<file path="src/rtl/overlay_pkg.sv">
// overlay_pkg: shared definitions for the overlay mode controller.
//   state_e    - controller FSM state encoding (SHOWN / HIDDEN / PEND)
//   MODE_W     - width of the overlay mode index
//   step_mode  - wrapping increment/decrement of a mode index
package overlay_pkg;

    localparam int MODE_W = 3;

    typedef enum logic [1:0] {
        ST_SHOWN  = 2'd0,
        ST_HIDDEN = 2'd1,
        ST_PEND   = 2'd2
    } state_e;

    // Move one step up or down through modes 0..max_m, wrapping at both ends.
    function automatic logic [MODE_W-1:0] step_mode(
        input logic [MODE_W-1:0] m,
        input logic              up,
        input logic [MODE_W-1:0] max_m
    );
        if (up) begin
            return (m == max_m) ? '0 : m + 1'b1;
        end
        return (m == '0) ? max_m : m - 1'b1;
    endfunction

endpackage

</file>
<file path="src/rtl/overlay_ctrl_btn_debounce.sv">
// btn_debounce: synchronizer, debounce filter and press detector for one
// raw pushbutton.
//   clk_i   - clock
//   rst_i   - synchronous active-high reset
//   btn_i   - raw asynchronous button, high = pressed
//   press_o - one-cycle pulse when the debounced level goes 0 -> 1
module btn_debounce #(
    parameter int DEB_CNT = 1000000
) (
    input  logic clk_i,
    input  logic rst_i,
    input  logic btn_i,
    output logic press_o
);

    localparam int CNT_W = (DEB_CNT > 1) ? $clog2(DEB_CNT + 1) : 1;
    localparam logic [CNT_W-1:0] DEB_LAST = CNT_W'(DEB_CNT - 1);

    logic             sync1_q, sync1_d;
    logic             sync2_q, sync2_d;
    logic             deb_q, deb_d;
    logic             press_q, press_d;
    logic [CNT_W-1:0] cnt_q, cnt_d;

    always_comb begin
        sync1_d = btn_i;
        sync2_d = sync1_q;
        deb_d   = deb_q;
        cnt_d   = cnt_q;
        press_d = 1'b0;
        // The counter measures how long the synchronized level has disagreed
        // with the accepted level; agreeing again means the level changed
        // back, which restarts the measurement.
        if (sync2_q == deb_q) begin
            cnt_d = '0;
        end else if (cnt_q == DEB_LAST) begin
            deb_d   = sync2_q;
            cnt_d   = '0;
            press_d = sync2_q;
        end else begin
            cnt_d = cnt_q + 1'b1;
        end
    end

    always_ff @(posedge clk_i) begin
        if (rst_i) begin
            sync1_q <= 1'b0;
            sync2_q <= 1'b0;
            deb_q   <= 1'b0;
            cnt_q   <= '0;
            press_q <= 1'b0;
        end else begin
            sync1_q <= sync1_d;
            sync2_q <= sync2_d;
            deb_q   <= deb_d;
            cnt_q   <= cnt_d;
            press_q <= press_d;
        end
    end

    assign press_o = press_q;

endmodule

</file>
<file path="src/rtl/overlay_ctrl.sv">
// overlay_ctrl: selects an overlay mode with up/down buttons, commits the
// selection on the next vsync rising edge and shows the overlay for
// SHOW_CNT cycles after each commit.
//   clk_i    - clock
//   rst_i    - synchronous active-high reset
//   btn_up_i - raw up button, high = pressed
//   btn_dn_i - raw down button, high = pressed
//   vs_i     - vertical sync, synchronous to clk_i
//   mode_o   - committed mode index
//   en_o     - overlay enable
//   commit_o - one-cycle pulse on the cycle mode_o updates
module overlay_ctrl
    import overlay_pkg::*;
#(
    parameter int DEB_CNT  = 1000000,
    parameter int SHOW_CNT = 200000000,
    parameter int NMODES   = 8
) (
    input  logic              clk_i,
    input  logic              rst_i,
    input  logic              btn_up_i,
    input  logic              btn_dn_i,
    input  logic              vs_i,
    output logic [MODE_W-1:0] mode_o,
    output logic              en_o,
    output logic              commit_o
);

    localparam int SCNT_W = $clog2(SHOW_CNT + 1);
    localparam logic [SCNT_W-1:0] SHOW_LAST = SCNT_W'(SHOW_CNT - 1);
    localparam logic [SCNT_W-1:0] SHOW_SAT  = SCNT_W'(SHOW_CNT);
    localparam logic [MODE_W-1:0] MODE_MAX  = MODE_W'(NMODES - 1);

    logic up_ev, dn_ev, ev, vs_rise;

    state_e            state_q, state_d;
    logic [MODE_W-1:0] pending_q, pending_d;
    logic [MODE_W-1:0] mode_q, mode_d;
    logic              commit_q, commit_d;
    logic              en_q, en_d;
    logic              vs_q;
    logic [SCNT_W-1:0] show_cnt_q, show_cnt_d;

    btn_debounce #(.DEB_CNT(DEB_CNT)) u_deb_up (
        .clk_i   (clk_i),
        .rst_i   (rst_i),
        .btn_i   (btn_up_i),
        .press_o (up_ev)
    );

    btn_debounce #(.DEB_CNT(DEB_CNT)) u_deb_dn (
        .clk_i   (clk_i),
        .rst_i   (rst_i),
        .btn_i   (btn_dn_i),
        .press_o (dn_ev)
    );

    // Simultaneous up and down presses cancel each other.
    assign ev      = up_ev ^ dn_ev;
    assign vs_rise = vs_i & ~vs_q;

    always_ff @(posedge clk_i) begin
        if (rst_i) begin
            state_q <= ST_SHOWN;
        end else begin
            state_q <= state_d;
        end
    end

    always_comb begin
        state_d = state_q;
        unique case (state_q)
            ST_SHOWN: begin
                if (ev) begin
                    state_d = ST_PEND;
                end else if (show_cnt_q == SHOW_LAST) begin
                    state_d = ST_HIDDEN;
                end
            end
            ST_HIDDEN: begin
                if (ev) begin
                    state_d = ST_PEND;
                end
            end
            ST_PEND: begin
                if (vs_rise) begin
                    state_d = ST_SHOWN;
                end
            end
            default: state_d = ST_SHOWN;
        endcase
    end

    always_comb begin
        pending_d = pending_q;
        if (ev) begin
            pending_d = step_mode(pending_q, up_ev, MODE_MAX);
        end
        // A commit takes the pending value including any event of this cycle.
        commit_d   = (state_q == ST_PEND) && vs_rise;
        mode_d     = commit_d ? pending_d : mode_q;
        show_cnt_d = show_cnt_q;
        if (commit_d) begin
            show_cnt_d = '0;
        end else if ((state_q == ST_SHOWN) && (show_cnt_q != SHOW_SAT)) begin
            show_cnt_d = show_cnt_q + 1'b1;
        end
        // Registered from the next state so en_o follows state_q exactly.
        en_d = (state_d != ST_HIDDEN);
    end

    always_ff @(posedge clk_i) begin
        if (rst_i) begin
            pending_q  <= '0;
            mode_q     <= '0;
            commit_q   <= 1'b0;
            en_q       <= 1'b1;
            vs_q       <= 1'b0;
            show_cnt_q <= '0;
        end else begin
            pending_q  <= pending_d;
            mode_q     <= mode_d;
            commit_q   <= commit_d;
            en_q       <= en_d;
            vs_q       <= vs_i;
            show_cnt_q <= show_cnt_d;
        end
    end

    assign mode_o   = mode_q;
    assign en_o     = en_q;
    assign commit_o = commit_q;

endmodule

</file>
<file path="config.mk">
export PLATFORM = sky130hd
export DESIGN_NAME = overlay_ctrl
export DESIGN_NICKNAME = d
export VERILOG_FILES = /design/src/rtl/overlay_pkg.sv /design/src/rtl/overlay_ctrl_btn_debounce.sv /design/src/rtl/overlay_ctrl.sv
export SDC_FILE = /design/constraint.sdc
export NUM_CORES = 1
export LEC_CHECK = 0
export CAP_MARGIN = 20
export CORE_ASPECT_RATIO = 1.75
export CORE_MARGIN = 5
export CORE_UTILIZATION = 32
export DETAILED_ROUTE_END_ITERATION = 6
export PLACE_DENSITY = 0.48
export RECOVER_POWER = 25
export SKIP_CTS_REPAIR_TIMING = 1
export SLEW_MARGIN = 15
export SYNTH_ARGS = -nofsm -noshare
export SYNTH_HDL_FRONTEND = slang
export SYNTH_SLANG_ARGS = --single-unit
</file>
<file path="constraint.sdc">
create_clock -name clk_i -period 2 [get_ports clk_i]
set_clock_uncertainty 0.15 [all_clocks]
set_input_delay 0.4 -clock clk_i [delete_from_list [all_inputs] [get_ports clk_i]]
set_output_delay 0.4 -clock clk_i [all_outputs]
set_load 0.005 [all_outputs]
</file>
* Yosys cells after proc, flatten, opt, wreduce, memory -nomap -nowiden *
Index checks and enable logic that the tools add are counted.

storage, ports and cells
  register bits = 87
  input port bits = 5
  output and inout bits = 5
  word-level logic and storage cells = 62

operators by class
  add/sub/neg operators = 5
  equality and inequality tests = 10
  mux-type cells = 12
  bitwise logic cells = 7
  reductions and logical operators = 11

operators with widths
  cell                                                                number
  20-bit by 1-bit adder with 20-bit output, second input constant     2
  20-bit == test, second input constant                               2
  28-bit by 1-bit adder with 28-bit output, second input constant     1
  28-bit == test, second input constant                               1
  28-bit != test, second input constant                               1
  3-bit two-way mux                                                   5
  3-bit OR reduction                                                  4
  2-bit two-way mux                                                   4
  2-bit case mux with 3 select lines                                  1
  1-bit inverter                                                      5
  2-bit AND reduction                                                 2
  3-bit by 1-bit adder with 3-bit output, second input constant       1
  3-bit == test, second input constant                                1
  3-bit logical NOT                                                   1
  3-bit by 1-bit subtractor with 3-bit output, second input constant  1
  1-bit == test                                                       2
  2-bit by 1-bit == test with 1-bit output, second input constant     1
  2-bit == test, second input constant                                1
  1-bit logical AND                                                   2
  2-bit logical NOT                                                   1
  1-bit two-way mux                                                   2
  2-bit by 1-bit != test with 1-bit output, second input constant     1
  2-bit OR reduction                                                  1
  1-bit AND                                                           1
  1-bit XOR                                                           1

* Depth between registers and ports, before layout *
Gate-level depths: netlist of run 1.

  depth in word-level cells = 5
  mapped depth = 9

* By module *
From an unflattened synthesis of run 1, not the netlist that was laid out.

unflattened totals
  cells, all modules = 484
  area, all modules = 4,172.8 um2

by module, submodules not included
  module        instances  cells an instance  area an instance (um2)  seq. area each (um2)
  btn_debounce  2          123                1,079.8                 480.5
  overlay_ctrl  1          238                2,013.2                 780.7

* Least setup slack after synthesis of run 1 *
OpenSTA, ideal clock, no wires.

  path kind = register to register
  start point = reg show_cnt_q[2]
  end point = reg show_cnt_q[13]
  setup time = 66 ps
  arrival = 1,985 ps
  required time = 1,784 ps
  path slack = -201 ps
  stages on the path, launching flop included = 8
  clock period less this slack = 2,201 ps
  cells stage by stage = dfxtp_1 > or4_1 > or4_4 > o21ai_4 > buf_6 > buf_12 > o21ai_1 > a21oi_2

on the way
  cells in the longest elaborated chain, start to end = 2
  elaborated cells on any way between the ends = 3
  those cells by class = add/sub: 1; eq/ne: 1; reduce/logical: 1

RTL lines
  what                                                                              line                 source
  from (decl)                                                                       overlay_ctrl.sv:42   logic [SCNT_W-1:0] show_cnt_q, show_cnt_d;
  from (signal assigned)                                                            overlay_ctrl.sv:126  show_cnt_q <= show_cnt_d;
  branches (longest 2 deep; another with 28-bit by 1-bit adder with 28-bit output)  --

Parallel ways; which one is timed is not known.
A chain may end at the register's enable or synchronous reset.

* Final worst setup path of run 1 *
  start point = reg show_cnt_q[8]
  end point = reg show_cnt_q[7]

on the way
  cells in the longest elaborated chain, start to end = 2

RTL lines
  what               line                 source
  28-bit != test     overlay_ctrl.sv:105  end else if ((state_q == ST_SHOWN) && (show_cnt_q != SHOW_SAT)) begin
  1-bit logical AND  overlay_ctrl.sv:105

No other way between the ends.

==> impl_metrics.yaml, run 1 <==
floorplanning:
  die_h_um: 159
  ios: 10
  core-area_um2: 12400
  rows: 54
  die_area_um2: 15000
  initial_core_util_pct: 32.4
  die_w_um: 94.9
synthesis:
  ys_top_cells_by_area: "dfxtp_1 43%, nor2_1 7.4%, xor2_1 7.0%, nand3_1 3.8%, xnor2_1 3.7%"
  syn_area_um2: 4030
  synth.distinct_cells: 53
  netlist_instances: 462
  synth_xor_area_share_pct: 10.6
  yosys_warnings: 0
  synth_area_per_cell_um2: 8.73
  synth.area.mux_share_pct: 1.24
  synth_most_common_cell: "dfxtp_1"
  synth_ff_type: "dfxtp_1"
  yosys-top-cells-count: "87 x dfxtp_1, 80 x nor2_1, 32 x nand2_1, 32 x xor2_1, 31 x nand3_1"
  synth-seq-cells: 87
  synth_top_area_share_pct: 43.2
  yosysTopAreaCell: "dfxtp_1"
  synth_top_family_by_area: "simple AND/OR/NAND/NOR gates"
  synthArstFlopShare_pct: 0
  ys_seq_area_share_pct: 43.2
  synth-simple-area-share_pct: 30.2
  synth_edf_count: 0
  synth-compound-area-share_pct: 8.44
  syn-num-nets: 475
  synthAdderAreaFrac_pct: 2.48
routing:
  via_count: 3440
  wl_met1_mm: 3.98
  wl_met2_mm: 5.01
  wl_per_cell_um: 13.1
  topRoutingLayerUsed: "met4"
  drt_iter0_drc: 128
  via_per_inst: 4.82
  drt_pass1_iterations: 4
  drtAntennaViolNets: 0
  drc: 0
  wirelength_mm: 9.36
  met3_length_um: 180
worst_setup_path:
  critPathKind: "flip-flop to flip-flop"
  r2r-start: "show_cnt_q[8]"
  cp.required_ns: 2.09
  cp-start-kind: "flip-flop"
  rr_endpoint: "show_cnt_q[7]"
  path_max_fanout: 8
  cp.arrival_ns: 2.22
  cp-end-kind: "flip-flop"
  r2r_cells: 6
  reg2reg_slack_ns: -0.14
sta:
  setup-violations-final: 22
  fin_ws_ns: -0.139
  min_period_ns: 2.14
  fmax_ghz: 0.468
  drv_slew: 0
  rsz0062_at_grt: "yes"
  relSlewSlack_pct: 55.7
  worst_pin_slew_ns: 0.665
  finalHoldViolCount: 0
  fin_crit_sh_pct: 107
power_and_ir_drop:
  irDropWorstVdd_mv: 0.513
  seq_power_share_pct: 49.2
  internal_power_w: 0.00280
  swShare_pct: 21.4
  powerDensity_nw_per_um2: 676
  comb_power_share_pct: 3.0
  power_frac_clock_pct: 47.8
  power.leakage_nw: 1.88
  p_total_w: 0.00356
  p_sw_w: 0.000763
global_route:
  grt_first_pass_wirelength_mm: 15.6
  grt_pass1_vias: 3398
  grt_usage_pct: 13.1
  antenna_found_initial: 0
  grt_start_max_net_pins: 21
  grt.overflow.total: 0
cells_and_area:
  layout.cells.non_filler: 714
  nets: 554
  drive_above_1_share_pct: 27.1
  final_cell_area_um2: 5260
  area_growth_pct: 30.5
  antenna_cells: 0
clocking:
  htreeDepth: 3
  root_buffer: "clkbuf_16"
  cts.clk_slew.worst_paths_ns: 0.06
  cts_buffers: 9
  tritoncts: "yes"
  clk_path_buf_depth: 2
  cts.sinks: 87
  clock_latency_ns: 0.34
run_status:
  failed_checks: "negative setup slack"
  status: "complete, but fails checks"
worst_hold_path:
  whs_path_depth: 1
  min_from: "u_deb_dn.sync1_q"
  hold_class: "flip-flop to flip-flop"
  min_to: "u_deb_dn.sync2_q"
placement:
  placed_cell_area_um2: 4820
  dp.cells: 696
  gp_congestion: 0.741
  portBuffers: 9
  hpwlAfterDp_mm: 6.94
flow_run:
  maxCapViolCount: 0
## power by group through the flow
stage	registers, W	clock network [W]	logic, W
final	0.00175	0.00170	0.000106
after global routing	0.00175	0.00183	0.000117
after CTS	0.00175	0.00175	0.000103
after detailed placement	0.00179	0	0.000103
after global placement	0.00179	0	0.000102
after floorplan	0.00179	0	0.0000515
## placed cells by master, fill, tap and decap left out, types with 3 or more instances in the layout
master	count
ha_1	7
nor4_2	6
dlygate4sd3_1	3
or3_1	3
buf_4	67
nor3_1	8
buf_6	5
xor2_1	32
clkdlybuf4s50_1	6
nand3_1	29
dfxtp_1	77
inv_1	13
nor4_1	6
dfxtp_2	10
o21ai_2	4
o31ai_1	6
nand4_1	22
and3_1	9
nor2b_1	8
xnor2_1	16
or4_2	6
a21oi_2	10
clkbuf_16	9
or3_2	3
o21ai_0	3
clkbuf_1	3
nand2_1	31
a21oi_1	11
mux2i_1	5
nor2_1	80
## routing by layer
| layer | up-vias | GRT usage [%] |
|---|---|---|
| li1 | 1772 | - |
| met1 | 1636 | 14.1 |
| met2 | 22 | 24.2 |
| met3 | 10 | 2.98 |
| met4 | 0 | 5.71 |
| met5 | - | 0 |
## cell type report
type	count	area [µm²]
inverters	13	48.8
flip-flops and latches	87	1750
multi-input cells	346	2290
clock buffers	11	243
clock inverters	5	56.3
repair buffers	84	662
fillers	1276	7170
well taps	168	210
## how the worst max path moves through the flow
stage | end | from | cells after the start | slack, ns
6_report | show_cnt_q[7] | show_cnt_q[8] | 6 | -0.14
5_1_grt | show_cnt_q[5] | show_cnt_q[8] | 6 | -0.19
4_1_cts | show_cnt_q[7] | show_cnt_q[8] | 6 | -0.14
3_5_place_dp | show_cnt_q[27] | vs_i | 6 | -0.15
3_3_place_gp | show_cnt_q[15] | vs_i | 6 | -0.15
2_1_floorplan | show_cnt_q[12] | show_cnt_q[8] | 7 | -0.15
## cell families (layout without fill, tap and decap cells)
logic type / Yosys count / after routing
AND/OR/NAND/NOR: 237 / 237
flip-flops: 87 / 87
XOR/XNOR: 49 / 49
AO/OA/AOI/OAI: 47 / 47
buffers and inverters: 29 / 113
adder cells (fa/ha/maj): 8 / 8
multiplexers: 5 / 5
## critical path: stages (launching register included)
cell	delay (ns)
dfxtp_2	0.32
or4_1	0.52
or4_4	0.47
o21ai_4	0.21
buf_6	0.17
nor4_2	0.05
o21a_1	0.15
## flip-flops by register name (all words and copies together) (netlist names)
name,count
commit_o,1
en_o,1
mode_o,3
pending_q,3
show_cnt_q,28
state_q,2
u_deb_dn.cnt_q,20
u_deb_dn.deb_q,1
u_deb_dn.press_o,1
u_deb_dn.sync1_q,1
u_deb_dn.sync2_q,1
u_deb_up.cnt_q,20
u_deb_up.deb_q,1
u_deb_up.press_o,1
u_deb_up.sync1_q,1
u_deb_up.sync2_q,1
vs_q,1
## stage by stage
step | util [%] | hold WS [ns] | TNS (ns) | worst slack, ns
2_1_floorplan | - | 0.264 | -1.59 | -0.154
3_3_place_gp | 38.8 | 0.286 | -2.10 | -0.152
3_5_place_dp | 38.8 | 0.287 | -2.25 | -0.149
4_1_cts | 41.2 | 0.306 | -1.91 | -0.137
5_1_grt | 42.3 | 0.314 | -6.99 | -0.193
6_report | 42.3 | 0.296 | -1.72 | -0.139
Power figures use the tool's default switching activity.
==> inputs of run 2 (changes only) <==
Settings changed: GPL_ROUTABILITY_DRIVEN set to 0, REMOVE_ABC_BUFFERS set to 1.
==> impl_metrics.yaml, run 2 (synthesized netlist as in run 1, its figures left out) <==
run_status:
  status: "complete, but fails checks"
  failed_checks: "negative setup slack"
clocking:
  htreeDepth: 3
  tritoncts: "yes"
  cts.sinks: 87
  clk_path_buf_depth: 2
  root_buffer: "clkbuf_16"
  cts_buffers: 9
  clock_latency_ns: 0.34
  cts.clk_slew.worst_paths_ns: 0.06
cells_and_area:
  area_growth_pct: 28.4
  nets: 549
  largest_reg_flops: 28
  reg_top3: "show_cnt_q (28), u_deb_dn.cnt_q (20), u_deb_up.cnt_q (20)"
  top_register: "show_cnt_q"
  final_cell_mix: "84 x dfxtp_1, 79 x nor2_1, 63 x buf_4, 32 x xor2_1, 32 x nand2_1"
  antenna_cells: 0
  final_common_cell: "dfxtp_1"
  drive_above_1_share_pct: 23.3
  final_cell_area_um2: 5180
  post-route-util_pct: 41.6
sta:
  fin_crit_sh_pct: 107
  fin_ws_ns: -0.134
  rsz0062_at_grt: "yes"
  min_period_ns: 2.13
  drv_slew: 0
  fin_setup_tns_ns: -1.85
  timing.hold.ws_ns: 0.291
  fmax_ghz: 0.469
  setup-violations-final: 19
  finalHoldViolCount: 0
  relSlewSlack_pct: 58.3
  worst_pin_slew_ns: 0.626
routing:
  drt_pass1_iterations: 4
  wl_per_cell_um: 13.3
  wirelength_mm: 9.43
  drc: 0
  drtAntennaViolNets: 0
  via_count: 3473
  via_per_inst: 4.90
  drt_iter0_drc: 123
worst_setup_path:
  slowest_delay_ns: 0.52
  rr_endpoint: "show_cnt_q[7]"
  critPathSlowestCell: "or4_1"
  r2r-start: "show_cnt_q[2]"
  cp.required_ns: 2.08
  crit_chain: "or4_1 -> or4_4 -> o21ai_4 -> buf_6 -> nor4_1 -> o21a_1"
  path_max_fanout: 12
  setup.worst_path.end: "show_cnt_q[7]"
  crit_buf_inv: 1
  path_depth: 6
  cp.arrival_ns: 2.21
  reg2reg_slack_ns: -0.13
  crit_start: "show_cnt_q[2]"
  r2r_cells: 6
  cp-end-kind: "flip-flop"
  critPathKind: "flip-flop to flip-flop"
  cp-start-kind: "flip-flop"
  crit_family: "simple AND/OR/NAND/NOR gates"
placement:
  placed_cell_area_um2: 4780
  hpwlAfterDp_mm: 7.15
  portBuffers: 9
power_and_ir_drop:
  powerDensity_nw_per_um2: 716
  power.leakage_nw: 1.84
  irDropWorstVdd_mv: 0.444
global_route:
  grt.busiest_layer: "met2"
  grt_start_max_net_pins: 21
  grt_first_pass_wirelength_mm: 16.3
  globalRouteMet1Util_pct: 14.3
  antenna_found_initial: 0
  grt.overflow.total: 0
  gr-usage-met2_pct: 25.6
  grt_pass1_vias: 3534
  grt_usage_pct: 13.7
  met3_usage_pct: 2.51
worst_hold_path:
  hold_class: "flip-flop to flip-flop"
floorplanning:
  die_h_um: 159
  die_area_um2: 15000
  die_w_um: 94.9
  core-area_um2: 12400
  ios: 10
  rows: 54
  initial_core_util_pct: 32.4
flow_run:
  maxCapViolCount: 0
==> run 2: cell type report <==
class	count	area (µm²)
Multi-Input combinational cell	346	2200
Tap cell	168	210
Sequential cell	87	1750
Clock buffer	11	243
Fill cell	1294	7260
Inverter	13	48.8
Clock inverter	5	86.3
Timing Repair Buffer	79	638
==> run 2: worst min path at each step <==
stage                startpoint  cells past startpoint                to
6_report       u_deb_dn.sync1_q                      1  u_deb_dn.sync2_q
5_1_grt        u_deb_up.sync1_q                      1  u_deb_up.sync2_q
4_1_cts        u_deb_dn.sync1_q                      1  u_deb_dn.sync2_q
3_5_place_dp   u_deb_dn.sync1_q                      1  u_deb_dn.sync2_q
3_3_place_gp   u_deb_dn.sync1_q                      1  u_deb_dn.sync2_q
2_1_floorplan  u_deb_dn.sync1_q                      1  u_deb_dn.sync2_q
==> run 2: where the power goes <==
part	leakage, nW	total, W	switching, W	internal (W)
Clock	0.161	0.00185	0.000708	0.00114
Sequential	0.704	0.00175	0.00000532	0.00174
Combinational	0.980	0.000106	0.0000577	0.0000479
==> run 2: routing by layer <==
metal | part of all wire, % | vias up | routed length, µm
met5 | 0 | - | 0
met2 | 55 | 28 | 5220
met1 | 39 | 1658 | 3710
met3 | 1.9 | 21 | 178
li1 | - | 1766 | -
met4 | 3.4 | 0 | 321
==> run 2: stage by stage <==
step	instances	setup WS [ns]	power, W
floorplan	446	-0.433	0.00183
global placement	692	-0.191	0.00189
detailed placement	692	-0.210	0.00189
CTS	708	-0.173	0.00376
global route	709	-0.220	0.00385
finish	709	-0.134	0.00370
